===== src/rtl/mem_bus_arbiter_pkg.sv =====
// ---------------------------------------------------------------------------
// mem_bus_arbiter_pkg
// Shared definitions for the IF/MEM memory bus arbiter:
//   - RESET_ENABLE / STALL_ENABLE feature switches
//   - default bus width constants
//   - 3-bit FSM state encodings
// Optional feature macro used by the arbiter: MEM_BUS_ARBITER_TIMEOUT_EN
// ---------------------------------------------------------------------------
package mem_bus_arbiter_pkg;

  // Reset clears outputs and forces the stall requests low while asserted.
  localparam bit RESET_ENABLE = 1'b1;
  // Stall requests toward the pipeline stall controller are generated.
  localparam bit STALL_ENABLE = 1'b1;

  localparam int unsigned BUS_ADDR_W = 32;
  localparam int unsigned BUS_DATA_W = 32;
  localparam int unsigned BUS_SEL_W  = 4;

  typedef enum logic [2:0] {
    ST_IDLE     = 3'd0,
    ST_IF_BUSY  = 3'd1,
    ST_MEM_BUSY = 3'd2,
    ST_IF_DONE  = 3'd3,
    ST_MEM_DONE = 3'd4
  } arb_state_e;

endpackage : mem_bus_arbiter_pkg


===== src/rtl/mem_bus_timeout_counter.sv =====
// ---------------------------------------------------------------------------
// mem_bus_timeout_counter
// Counts consecutive BUSY cycles of the arbiter and flags the cycle in which
// the transaction has been outstanding for TIMEOUT_CYCLES cycles.
// Only instantiated when MEM_BUS_ARBITER_TIMEOUT_EN is defined.
// Ports:
//   clk     in  system clock
//   reset   in  asynchronous active-high reset
//   busy    in  arbiter is in IF_BUSY or MEM_BUSY
//   timeout out this BUSY cycle is the TIMEOUT_CYCLES-th one
// ---------------------------------------------------------------------------
module mem_bus_timeout_counter
  import mem_bus_arbiter_pkg::*;
#(
  parameter int unsigned TIMEOUT_CYCLES = 16
) (
  input  logic clk,
  input  logic reset,
  input  logic busy,
  output logic timeout
);

  localparam int unsigned CNT_W = $clog2(TIMEOUT_CYCLES);
  localparam logic [CNT_W-1:0] CNT_LAST = CNT_W'(TIMEOUT_CYCLES - 1);

  logic [CNT_W-1:0] cnt_q;
  logic [CNT_W-1:0] cnt_d;

  // cnt_q holds the number of BUSY cycles already elapsed before the current
  // one, so the current cycle is the TIMEOUT_CYCLES-th when cnt_q == LAST.
  // Outside BUSY the counter sits at zero, which gives the clear on entry.
  always_comb begin
    cnt_d = '0;
    if (busy) begin
      cnt_d = (cnt_q == CNT_LAST) ? cnt_q : cnt_q + CNT_W'(1);
    end
  end

  always_ff @(posedge clk or posedge reset) begin
    if (reset) begin
      cnt_q <= '0;
    end else begin
      cnt_q <= cnt_d;
    end
  end

  assign timeout = busy & (cnt_q == CNT_LAST);

endmodule : mem_bus_timeout_counter


===== src/rtl/mem_bus_arbiter.sv =====
// ---------------------------------------------------------------------------
// mem_bus_arbiter
// Shares one single-ported memory bus between the IF (fetch) and MEM (data)
// ports of the 5-stage pipeline. MEM has fixed priority over IF. Each access
// is a registered request/ack transaction: IDLE -> xx_BUSY -> xx_DONE -> IDLE,
// so back-to-back accesses are at least 3 cycles apart.
// Optional feature: define MEM_BUS_ARBITER_TIMEOUT_EN to abort a transaction
// after TIMEOUT_CYCLES BUSY cycles without ack (ready + bus_err, rdata = 0).
// Ports:
//   clk, reset                    clock, async active-high reset
//   if_req/if_addr                fetch request (held until if_ready)
//   if_rdata/if_ready             fetched word, one-cycle completion pulse
//   mem_req/we/sel/addr/wdata     data request (held until mem_ready)
//   mem_rdata/mem_ready           load data, one-cycle completion pulse
//   bus_req/we/sel/addr/wdata     registered bus master outputs
//   bus_rdata/bus_ack             slave read data and completion
//   bus_err                       abort flag, pulses with ready
//   stall_req_if/stall_req_mem    stall requests to the stall controller
// ---------------------------------------------------------------------------
module mem_bus_arbiter
  import mem_bus_arbiter_pkg::*;
#(
  parameter int unsigned ADDR_WIDTH     = BUS_ADDR_W,
  parameter int unsigned DATA_WIDTH     = BUS_DATA_W,
  parameter int unsigned TIMEOUT_CYCLES = 16
) (
  input  logic                  clk,
  input  logic                  reset,
  input  logic                  if_req,
  input  logic [ADDR_WIDTH-1:0] if_addr,
  output logic [DATA_WIDTH-1:0] if_rdata,
  output logic                  if_ready,
  input  logic                  mem_req,
  input  logic                  mem_we,
  input  logic [BUS_SEL_W-1:0]  mem_sel,
  input  logic [ADDR_WIDTH-1:0] mem_addr,
  input  logic [DATA_WIDTH-1:0] mem_wdata,
  output logic [DATA_WIDTH-1:0] mem_rdata,
  output logic                  mem_ready,
  output logic                  bus_req,
  output logic                  bus_we,
  output logic [BUS_SEL_W-1:0]  bus_sel,
  output logic [ADDR_WIDTH-1:0] bus_addr,
  output logic [DATA_WIDTH-1:0] bus_wdata,
  input  logic [DATA_WIDTH-1:0] bus_rdata,
  input  logic                  bus_ack,
  output logic                  bus_err,
  output logic                  stall_req_if,
  output logic                  stall_req_mem
);

  // The timeout counter compares against TIMEOUT_CYCLES-1, which needs >= 2.
  if (TIMEOUT_CYCLES < 2) begin : g_bad_timeout
    $error("mem_bus_arbiter: TIMEOUT_CYCLES must be >= 2");
  end

  arb_state_e            state_q, state_d;
  logic                  bus_req_q, bus_req_d;
  logic                  bus_we_q, bus_we_d;
  logic [BUS_SEL_W-1:0]  bus_sel_q, bus_sel_d;
  logic [ADDR_WIDTH-1:0] bus_addr_q, bus_addr_d;
  logic [DATA_WIDTH-1:0] bus_wdata_q, bus_wdata_d;
  logic [DATA_WIDTH-1:0] if_rdata_q, if_rdata_d;
  logic [DATA_WIDTH-1:0] mem_rdata_q, mem_rdata_d;
  logic                  if_ready_q, if_ready_d;
  logic                  mem_ready_q, mem_ready_d;
  logic                  timeout_hit;

`ifdef MEM_BUS_ARBITER_TIMEOUT_EN
  logic bus_err_q, bus_err_d;

  mem_bus_timeout_counter #(
    .TIMEOUT_CYCLES(TIMEOUT_CYCLES)
  ) u_timeout (
    .clk    (clk),
    .reset  (reset),
    .busy   ((state_q == ST_IF_BUSY) || (state_q == ST_MEM_BUSY)),
    .timeout(timeout_hit)
  );
`else
  assign timeout_hit = 1'b0;
`endif

  always_comb begin
    state_d     = state_q;
    bus_req_d   = bus_req_q;
    bus_we_d    = bus_we_q;
    bus_sel_d   = bus_sel_q;
    bus_addr_d  = bus_addr_q;
    bus_wdata_d = bus_wdata_q;
    if_rdata_d  = if_rdata_q;
    mem_rdata_d = mem_rdata_q;
    // Ready pulses are only ever set on the BUSY->DONE transition.
    if_ready_d  = 1'b0;
    mem_ready_d = 1'b0;
`ifdef MEM_BUS_ARBITER_TIMEOUT_EN
    bus_err_d   = 1'b0;
`endif

    unique case (state_q)
      ST_IDLE: begin
        if (mem_req) begin
          bus_req_d   = 1'b1;
          bus_we_d    = mem_we;
          bus_sel_d   = mem_sel;
          bus_addr_d  = mem_addr;
          bus_wdata_d = mem_wdata;
          state_d     = ST_MEM_BUSY;
        end else if (if_req) begin
          bus_req_d   = 1'b1;
          bus_we_d    = 1'b0;
          bus_sel_d   = '1;
          bus_addr_d  = if_addr;
          state_d     = ST_IF_BUSY;
        end
      end

      // An ack in the timeout cycle takes precedence over the abort.
      ST_IF_BUSY: begin
        if (bus_ack) begin
          if_rdata_d = bus_rdata;
          if_ready_d = 1'b1;
          bus_req_d  = 1'b0;
          bus_we_d   = 1'b0;
          state_d    = ST_IF_DONE;
        end else if (timeout_hit) begin
          if_rdata_d = '0;
          if_ready_d = 1'b1;
          bus_req_d  = 1'b0;
          bus_we_d   = 1'b0;
`ifdef MEM_BUS_ARBITER_TIMEOUT_EN
          bus_err_d  = 1'b1;
`endif
          state_d    = ST_IF_DONE;
        end
      end

      ST_MEM_BUSY: begin
        if (bus_ack) begin
          mem_rdata_d = bus_rdata;
          mem_ready_d = 1'b1;
          bus_req_d   = 1'b0;
          bus_we_d    = 1'b0;
          state_d     = ST_MEM_DONE;
        end else if (timeout_hit) begin
          mem_rdata_d = '0;
          mem_ready_d = 1'b1;
          bus_req_d   = 1'b0;
          bus_we_d    = 1'b0;
`ifdef MEM_BUS_ARBITER_TIMEOUT_EN
          bus_err_d   = 1'b1;
`endif
          state_d     = ST_MEM_DONE;
        end
      end

      // DONE never grants, so a requester still holding req is not re-served.
      ST_IF_DONE,
      ST_MEM_DONE: state_d = ST_IDLE;

      default: begin
        state_d   = ST_IDLE;
        bus_req_d = 1'b0;
        bus_we_d  = 1'b0;
      end
    endcase
  end

  always_ff @(posedge clk or posedge reset) begin
    if (reset) begin
      state_q     <= ST_IDLE;
      bus_req_q   <= 1'b0;
      bus_we_q    <= 1'b0;
      bus_sel_q   <= '0;
      bus_addr_q  <= '0;
      bus_wdata_q <= '0;
      if_rdata_q  <= '0;
      mem_rdata_q <= '0;
      if_ready_q  <= 1'b0;
      mem_ready_q <= 1'b0;
`ifdef MEM_BUS_ARBITER_TIMEOUT_EN
      bus_err_q   <= 1'b0;
`endif
    end else begin
      state_q     <= state_d;
      bus_req_q   <= bus_req_d;
      bus_we_q    <= bus_we_d;
      bus_sel_q   <= bus_sel_d;
      bus_addr_q  <= bus_addr_d;
      bus_wdata_q <= bus_wdata_d;
      if_rdata_q  <= if_rdata_d;
      mem_rdata_q <= mem_rdata_d;
      if_ready_q  <= if_ready_d;
      mem_ready_q <= mem_ready_d;
`ifdef MEM_BUS_ARBITER_TIMEOUT_EN
      bus_err_q   <= bus_err_d;
`endif
    end
  end

  assign bus_req   = bus_req_q;
  assign bus_we    = bus_we_q;
  assign bus_sel   = bus_sel_q;
  assign bus_addr  = bus_addr_q;
  assign bus_wdata = bus_wdata_q;
  assign if_rdata  = if_rdata_q;
  assign mem_rdata = mem_rdata_q;
  assign if_ready  = if_ready_q;
  assign mem_ready = mem_ready_q;

`ifdef MEM_BUS_ARBITER_TIMEOUT_EN
  assign bus_err = bus_err_q;
`else
  assign bus_err = 1'b0;
`endif

  // Stall requests are combinational so the pipeline freezes in the same
  // cycle a request is raised; forced low while reset is asserted.
  logic rst_active;
  assign rst_active    = RESET_ENABLE & reset;
  assign stall_req_if  = STALL_ENABLE & if_req  & ~if_ready_q  & ~rst_active;
  assign stall_req_mem = STALL_ENABLE & mem_req & ~mem_ready_q & ~rst_active;

endmodule : mem_bus_arbiter

===== config.mk =====
export PLATFORM = sky130hd
export DESIGN_NAME = mem_bus_arbiter
export DESIGN_NICKNAME = d
export VERILOG_FILES = /design/src/rtl/mem_bus_arbiter_pkg.sv /design/src/rtl/mem_bus_timeout_counter.sv /design/src/rtl/mem_bus_arbiter.sv
export SDC_FILE = /design/constraint.sdc
export NUM_CORES = 1
export LEC_CHECK = 0
export BUFFER_PORTS_ARGS = -buffer_cell sky130_fd_sc_hd__buf_2
export CAP_MARGIN = 0
export CORE_MARGIN = 2
export CORE_UTILIZATION = 40
export DETAILED_ROUTE_END_ITERATION = 10
export PLACE_DENSITY = 0.71
export REMOVE_ABC_BUFFERS = 1
export SKIP_CTS_REPAIR_TIMING = 1
export SLEW_MARGIN = 20
export SYNTH_ARGS = -nofsm -noshare
export SYNTH_HDL_FRONTEND = slang
export SYNTH_SLANG_ARGS = --single-unit

===== constraint.sdc =====
create_clock -name clk -period 4.7 [get_ports clk]
set_input_delay 0.47 -clock clk [delete_from_list [all_inputs] [get_ports clk]]
set_output_delay 0.47 -clock clk [all_outputs]
set_load 0.03 [all_outputs]

==> results.txt, run 1 <==
----------------------------------------------------
[Status]
  Status ... finished, final reports clean

[Setup path]
  Master of the slowest instance on the critical path ... sky130_fd_sc_hd__dfrtp_1
  Kind of end point of the critical path ... flop
  Critical path class ... reg2reg
  Highest net fanout along the worst path ... 28
  Kind of start point of the critical path ... flop
  Arrival time of data at the critical path endpoint ... between 2 and 2.5 ns
  Critical Path, Cell by Cell ... nand2_2 > nor3_4 > buf_4 > mux2_2
  Crit path required time ... 4.99 ns
  Max stage delay on crit path ... ~0.52 ns

[Cells and area]
  Number of nets in the finished design ... between 800 and 900
  Layout-stage area growth over the synthesis result ... 34.6%
  Antenna Diode Count ... 0
  Layout cells sized above 1 ... 51.3%
  Fillers ... about 1200
  Most common cell after layout, fill and taps aside ... sky130_fd_sc_hd__buf_2
  Layout Utilization ... ~55%
  Top library cells by usage in the layout, fill and taps aside ... sky130_fd_sc_hd__buf_2 (275), sky130_fd_sc_hd__dfrtp_1 (139), sky130_fd_sc_hd__nand2_1 (129)

[Floorplanning]
  Starting utilization of the core area ... 41.2%
  Core area ... 0.0140 mm^2
  Standard-cell row count ... 43
  Die W ... around 120 um
  Ports ... around 280
  Height of the die ... 124 um
  Die outline area ... approximately 0.015 mm^2

[Routing]
  Post-detailed-route count of antenna-violating nets ... 0
  DRC violation count after routing ... 0
  Number of iterations in the first detailed-routing pass ... 4
  Number of DRC markers after the initial detailed-route iteration ... between 150 and 200
  Via/cell ratio ... around 4.8
  Routed wire per std cell ... 15.3 um
  Overall routed net length ... ~14000 um
  Vias ... 4400

[STA]
  Post-route worst setup slack ... roughly 2.8 ns
  Maximum frequency from static timing analysis ... around 520 MHz
  Clock period minus worst slack ... a little under 2 ns
  Number of setup violations in the final report ... 0
  Hold violation total from the final report ... 0
  Final worst clock skew ... 0.00652 ns
  Max Transition Viols Final ... 0
  Worst relative slew slack ... a little over two fifths
  Slew @ Worst Pin ... 0.844 ns
  Unrepaired setup endpoints after global routing ... no
  Share of the clock period used by the worst path ... around two fifths
  Sum Neg Setup Slack ... 0 ns

[Power]
  Clock network fraction of design power ... between 20% and 30%
  Net Sw Power ... 0.00276 W
  Maximum vdd ir drop ... about 0.45 mV
  Leakage power ... slightly above 4 nW
  Logic pwr share ... 46.3%
  Switch share ... between 40% and 50%
  Power density over the cells ... between 800 and 900 mW/mm^2
  Total Power Consumption ... ~0.0064 W
  Cell-internal power ... 0.00360 W
  Sequential fraction of design power ... 33.5%

[Place]
  Post-DP HPWL ... 10400 um
  Port buffer count ... approximately 280
  Placement Setup Slack ... about 2.5 ns
  GP Congestion ... ~0.74

[GRT]
  Pin count of the biggest net entering global routing ... 98
  Vias in the first global route ... 4445
  Number of antenna violations at the first check in global routing ... 0
  Wire length of the first global-routing pass ... ~21000 um
  Overall track demand over capacity in global routing ... a little under a fifth
  Total overflow reported by the global router ... 0

[Clock network]
  CTS tree ... done
  CTS H-Tree Depth ... 4
  Clk_lat worst skew ... slightly above 0.4 ns
  Maximum count of clock buffers along a single path ... 2
  Clock buffers created by TritonCTS ... 17
  Clock-pin slew on the worst setup and hold paths ... 0.06 ns
  Number of sinks on the clock net ... around 140
  Clock Tree Root ... sky130_fd_sc_hd__clkbuf_16

[Synth]
  Count of different cell masters after synthesis ... 30
  Dominant cells by area after synthesis ... sky130_fd_sc_hd__dfrtp_1 (60%), sky130_fd_sc_hd__mux2_4 (10%), sky130_fd_sc_hd__nand2_1 (8.5%), sky130_fd_sc_hd__mux2i_1 (5.6%), sky130_fd_sc_hd__mux2_2 (4.3%)
  Fraction of post-synthesis cell area in the top cell type by area ... 60.4%
  Seq cells post-synth ... around 140
  Post-Synthesis Cells ... 455
  Number of warnings issued by yosys ... 0
  Cell type contributing the most total cell area after synthesis ... sky130_fd_sc_hd__dfrtp_1
  Post-synth design cell area ... about 0.0058 mm^2
  Register area share after synthesis ... roughly three fifths
  Avg Cell Area, Syn ... roughly 13 um^2

[Hold path]
  Hold Crit Class ... in2reg

[Run]
  Max_cap viols ... 0

----------------------------------------------------
-- cells by family (layout without fill, tap and decap cells) --
group | Yosys count | count (layout) | share of synthesized area, %
simple gates | 142 | 142 | 10.1
mux | 96 | 96 | 20.6
compound gates | 45 | 45 | 4.56
buf+inv | 32 | 314 | 4.28
flops | 139 | 139 | 60.4
other cells | 1 | 1 | 0.0651
-- synth_stat cells --
cell type                  number
sky130_fd_sc_hd__nand2_2        1
sky130_fd_sc_hd__o22a_1         4
sky130_fd_sc_hd__buf_4          6
sky130_fd_sc_hd__clkbuf_1       5
sky130_fd_sc_hd__o21ai_1        7
sky130_fd_sc_hd__mux2_4        39
sky130_fd_sc_hd__mux2_2        22
sky130_fd_sc_hd__o21ai_0       26
sky130_fd_sc_hd__a32o_1         2
sky130_fd_sc_hd__nor3_4         2
sky130_fd_sc_hd__mux2i_1       32
sky130_fd_sc_hd__buf_12         3
sky130_fd_sc_hd__a31o_2         1
sky130_fd_sc_hd__o311a_1        1
sky130_fd_sc_hd__and2_1         1
sky130_fd_sc_hd__and3_4         1
sky130_fd_sc_hd__nand2b_1       1
sky130_fd_sc_hd__nor3_1         3
sky130_fd_sc_hd__nand2_1      130
sky130_fd_sc_hd__nor2_2         1
sky130_fd_sc_hd__buf_6          6
sky130_fd_sc_hd__conb_1         1
sky130_fd_sc_hd__buf_2          8
sky130_fd_sc_hd__o21ai_2        1
sky130_fd_sc_hd__nor2_1         1
sky130_fd_sc_hd__a21oi_1        3
sky130_fd_sc_hd__mux2_1         3
sky130_fd_sc_hd__nor3b_1        1
sky130_fd_sc_hd__dfrtp_1      139
sky130_fd_sc_hd__inv_1          4
-- cell type report --
class                           count  area [um^2]  share of cell area [%]
Timing Repair Buffer              279         1410                    18.2
Inverter                            4         20.0                   0.258
Sequential cell                   139         3480                    44.8
Clock inverter                      8         92.6                    1.19
Multi-Input combinational cell    284         2050                    26.4
Tap cell                          180          225                    2.90
Clock buffer                       23          478                    6.16
-- power groups by stage --
stage / registers [W] / logic (W) / clock network [W]
3_5_place_dp: 0.00213 / 0.00297 / 0
2_1_floorplan: 0.00324 / 0.000905 / 0
3_3_place_gp: 0.00211 / 0.00289 / 0
6_report: 0.00213 / 0.00294 / 0.00129
5_1_grt: 0.00219 / 0.00315 / 0.00137
4_1_cts: 0.00213 / 0.00298 / 0.00132
-- worst paths after layout --
| path | slack [ns] | depth (start not counted) | endpoint | start |
|---|---|---|---|---|
| setup / recovery | 2.76 | 4 | mem_rdata[10] | state_q[1] |
| hold / removal | 0.25 | 3 | bus_wdata[3] | mem_wdata[3] |
| setup reg to reg | 2.76 | 4 | mem_rdata[10] | state_q[1] |
| hold reg to reg | 0.47 | 2 | bus_wdata[3] | bus_wdata[3] |
| max in group asynchronous | 3.36 | 3 | bus_addr[2] | reset |
| min in group asynchronous | 0.27 | 2 | bus_addr[16] | reset |
-- worst max-delay path, delay by kind of cell, from the launching register on --
| family | cells | cell delay (ns) |
|---|---|---|
| and+or+nand+nor | 2 | 0.43 |
| DFF | 1 | 0.52 |
| buffers and inverters | 1 | 0.46 |
| muxes | 1 | 0.39 |
-- stage by stage --
stage	hold slack, ns	cell area [um^2]	instances
CTS	0.234	7750	917
global route	0.242	7760	917
floorplan	0.575	5530	427
detailed placement	0.459	7180	886
global placement	0.454	7170	885
finish	0.250	7760	917
-- sequential cells by signal, summed over array words and instances (netlist names) --
name       count
mem_rdata     32
bus_sel        4
if_ready       1
bus_we         1
bus_wdata     32
bus_addr      32
bus_req        1
mem_ready      1
if_rdata      32
state_q        3
-- per-layer routing --
metal | wire, um | share of wire, % | up-vias | global-route usage, %
met5 | 0 | 0 | - | 0
met4 | 242 | 1.7 | 0 | 7.02
met3 | 1090 | 7.8 | 22 | 5.68
met2 | 6980 | 50 | 185 | 30.1
met1 | 5710 | 41 | 2124 | 22.4
li1 | - | - | 2069 | -
Power figures use the tool's default switching activity.
==> inputs of run 2 (changes only) <==
Clock period 4.7 ns to 2 ns, I/O delays scaled along.
==> run 2 against run 1 <==
  * The run now ends with negative hold slack left
  * Critical path type unchanged
  * Non-clock buffer count up 31
  * Via count up 0.18%
  * Worst hold slack worse by 0.25 ns
==> results.txt, run 2 (synthesis gave the netlist of run 1 again) <==
----------------------------------------------------
[STA]
  Clock period minus worst slack ... 1.65 ns (was 1.94 ns)
  Worst Hold Slack ... -0.00222 ns (was 0.250 ns)
  Post-route worst setup slack ... 0.352 ns (was 2.76 ns)
  Final worst clock skew ... 0.00624 ns (was 0.00652 ns)
  Slew @ Worst Pin ... 0.570 ns (was 0.844 ns)
  Number of setup violations in the final report ... 0 (unchanged)
  Hold violation total from the final report ... 1 (was 0)
  Share of the clock period used by the worst path ... 82.4% (was 41.3%)
  Unrepaired setup endpoints after global routing ... no (unchanged)
  Worst relative slew slack ... 61.8% (was 43.7%)
  Maximum frequency from static timing analysis ... 607 MHz (was 515 MHz)
  Max Transition Viols Final ... 0 (unchanged)

[Routing]
  Overall routed net length ... 14200 um (was 14000 um)
  Post-detailed-route count of antenna-violating nets ... 0 (unchanged)
  Routed wire per std cell ... 15.0 um (was 15.3 um)
  Vias ... 4408 (was 4400)
  Number of DRC markers after the initial detailed-route iteration ... 133 (was 185)
  Via/cell ratio ... 4.64 (was 4.80)
  DRC violation count after routing ... 0 (unchanged)
  Number of iterations in the first detailed-routing pass ... 4 (unchanged)

[GRT]
  Vias in the first global route ... 4327 (was 4445)
  Wire length of the first global-routing pass ... 21200 um (was 21400 um)
  Total overflow reported by the global router ... 0 (unchanged)
  Pin count of the biggest net entering global routing ... 65 (was 98)
  Number of antenna violations at the first check in global routing ... 0 (unchanged)
  Overall track demand over capacity in global routing ... 18.2% (about the same)

[Setup path]
  Critical path class ... reg2reg (unchanged)
  Count of cell instances traversed by the critical path ... 3 (was 4)
  Master of the slowest instance on the critical path ... sky130_fd_sc_hd__dfrtp_1 (unchanged)
  Critical R2R Capture ... if_rdata[29] (was mem_rdata[10])
  Cell depth of the worst flop-to-flop path ... 3 (was 4)
  Critical path destination ... if_rdata[29] (was mem_rdata[10])
  Critical Path, Cell by Cell ... and3_4 > buf_12 > mux2_2 (was nand2_2 > nor3_4 > buf_4 > mux2_2)
  Highest net fanout along the worst path ... 33 (was 28)
  Kind of end point of the critical path ... flop (unchanged)
  Worst path top cell family by delay ... flip-flops (unchanged)
  Arrival time of data at the critical path endpoint ... 1.94 ns (was 2.23 ns)
  Crit path required time ... 2.29 ns (was 4.99 ns)
  Setup slack, reg-to-reg ... 0.35 ns (was 2.76 ns)
  Kind of start point of the critical path ... flop (unchanged)
  Startpoint of the worst setup timing path ... state_q[0] (was state_q[1])
  Max stage delay on crit path ... 0.59 ns (was 0.52 ns)
  Source of the worst register-to-register timing path ... state_q[0] (was state_q[1])
  Total buffers and inverters traversed by the critical path ... 1 (unchanged)

[Power]
  Maximum vdd ir drop ... 1.11 mV (was 0.449 mV)
  Leakage power ... 4.31 nW (was 4.15 nW)
  Power density over the cells ... 1870 mW/mm^2 (was 820 mW/mm^2)

[Cells and area]
  Number of nets in the finished design ... 894 (was 863)
  Layout cells sized above 1 ... 49.8% (was 51.3%)
  Most common cell after layout, fill and taps aside ... sky130_fd_sc_hd__buf_2 (unchanged)
  Antenna Diode Count ... 0 (unchanged)
  Final non-filler cell total ... 949 (was 917)
  Register area ... 0.00348 mm^2 (unchanged)
  Top library cells by usage in the layout, fill and taps aside ... sky130_fd_sc_hd__buf_2 (275), sky130_fd_sc_hd__dfrtp_1 (139), sky130_fd_sc_hd__nand2_1 (130) (was sky130_fd_sc_hd__buf_2 (275), sky130_fd_sc_hd__dfrtp_1 (139), sky130_fd_sc_hd__nand2_1 (129))
  Area occupied by multi-input gates ... 0.00204 mm^2 (was 0.00205 mm^2)
  Layout-stage area growth over the synthesis result ... 41.8% (was 34.6%)
  Layout Utilization ... 58.4% (was 55.4%)
  Fillers ... 1143 (was 1222)

[Place]
  Placement Setup Slack ... 0.228 ns (was 2.54 ns)
  Port buffer count ... 275 (unchanged)
  Post-DP HPWL ... 10300 um (was 10400 um)
  Placed cell count ... 889 (was 886)
  GP Congestion ... 0.746 (was 0.739)

[Clock network]
  CTS H-Tree Depth ... 4 (unchanged)
  Number of sinks on the clock net ... 139 (unchanged)
  Maximum count of clock buffers along a single path ... 2 (unchanged)
  Clock-pin slew on the worst setup and hold paths ... 0.05 ns (was 0.06 ns)
  Clock buffers created by TritonCTS ... 17 (unchanged)
  CTS tree ... done (unchanged)
  Clk_lat worst skew ... 0.41 ns (about the same)
  Clock Tree Root ... sky130_fd_sc_hd__clkbuf_16 (unchanged)

[Floorplanning]
  Die W ... 124 um (unchanged)
  Ports ... 277 (unchanged)
  Die outline area ... 0.0154 mm^2 (unchanged)
  Standard-cell row count ... 43 (unchanged)
  Starting utilization of the core area ... 41.2% (unchanged)
  Height of the die ... 124 um (unchanged)
  Core area ... 0.0140 mm^2 (unchanged)

[Status]
  Failing checks ... negative hold slack
  Status ... complete, but fails checks (was finished, final reports clean)

[Hold path]
  Hold Crit Class ... in2reg (unchanged)

[Run]
  Max_cap viols ... 0 (unchanged)

----------------------------------------------------
run 2: cell count changes in the layout (fill, tap and decap cells not counted), moves of 2 or more:
cell                            change
sky130_fd_sc_hd__clkinvlp_4         +3
sky130_fd_sc_hd__clkbuf_1           -2
sky130_fd_sc_hd__clkinv_2           -3
sky130_fd_sc_hd__dlygate4sd3_1     +27
sky130_fd_sc_hd__buf_12             +4
run 2: cell type report:
cell class	count	area share (%)
multi-input cells	284	25.0
well taps	180	2.76
clock inverters	10	1.70
inverters	4	0.245
flip-flops and latches	139	42.6
clock buffers	22	5.93
repair buffers	310	21.8
run 2: metrics by stage:
step	TNS [ns]	area (um^2)	hold slack (ns)	total power (W)
2_1_floorplan	-269.67	5530	0.305	0.00974
3_5_place_dp	0	7250	0.250	0.0120
5_1_grt	0	8170	0.000824	0.0161
3_3_place_gp	0	7250	0.245	0.0118
4_1_cts	0	7870	-0.198	0.0153
6_report	0	8170	-0.00222	0.0152
run 2: power by group:
part | leakage (nW) | internal (W) | switching, W
Combinational | 2.33 | 0.00247 | 0.00456
Sequential | 1.69 | 0.00419 | 0.000805
Clock | 0.294 | 0.00209 | 0.00114
Total | 4.31 | 0.00875 | 0.00650
run 2: metal layers:
layer	vias up	GRT usage [%]	share of wire (%)
li1	2124	-	-
met1	2089	21.3	40
met2	176	31.5	52
met3	19	6.23	7.4
met4	0	5.48	1.3
met5	-	0	0
run 2: how the worst min path moves through the flow:
| stage | start | end | slack [ns] | cells past startpoint |
|---|---|---|---|---|
| 2_1_floorplan | mem_wdata[0] | bus_wdata[0] | 0.31 | 2 |
| 3_3_place_gp | reset | bus_addr[24] | 0.25 | 2 |
| 3_5_place_dp | reset | bus_addr[24] | 0.25 | 2 |
| 4_1_cts | reset | bus_addr[24] | -0.20 | 2 |
| 5_1_grt | mem_wdata[5] | bus_wdata[5] | 0.0008 | 3 |
| 6_report | mem_wdata[27] | bus_wdata[27] | -0.002 | 3 |
run 2: worst reg2reg max path, cell delays in order, from the launching register on:
cell and delay, ns:
sky130_fd_sc_hd__dfrtp_1 0.59, sky130_fd_sc_hd__and3_4 0.28, sky130_fd_sc_hd__buf_12 0.23, sky130_fd_sc_hd__mux2_2 0.42
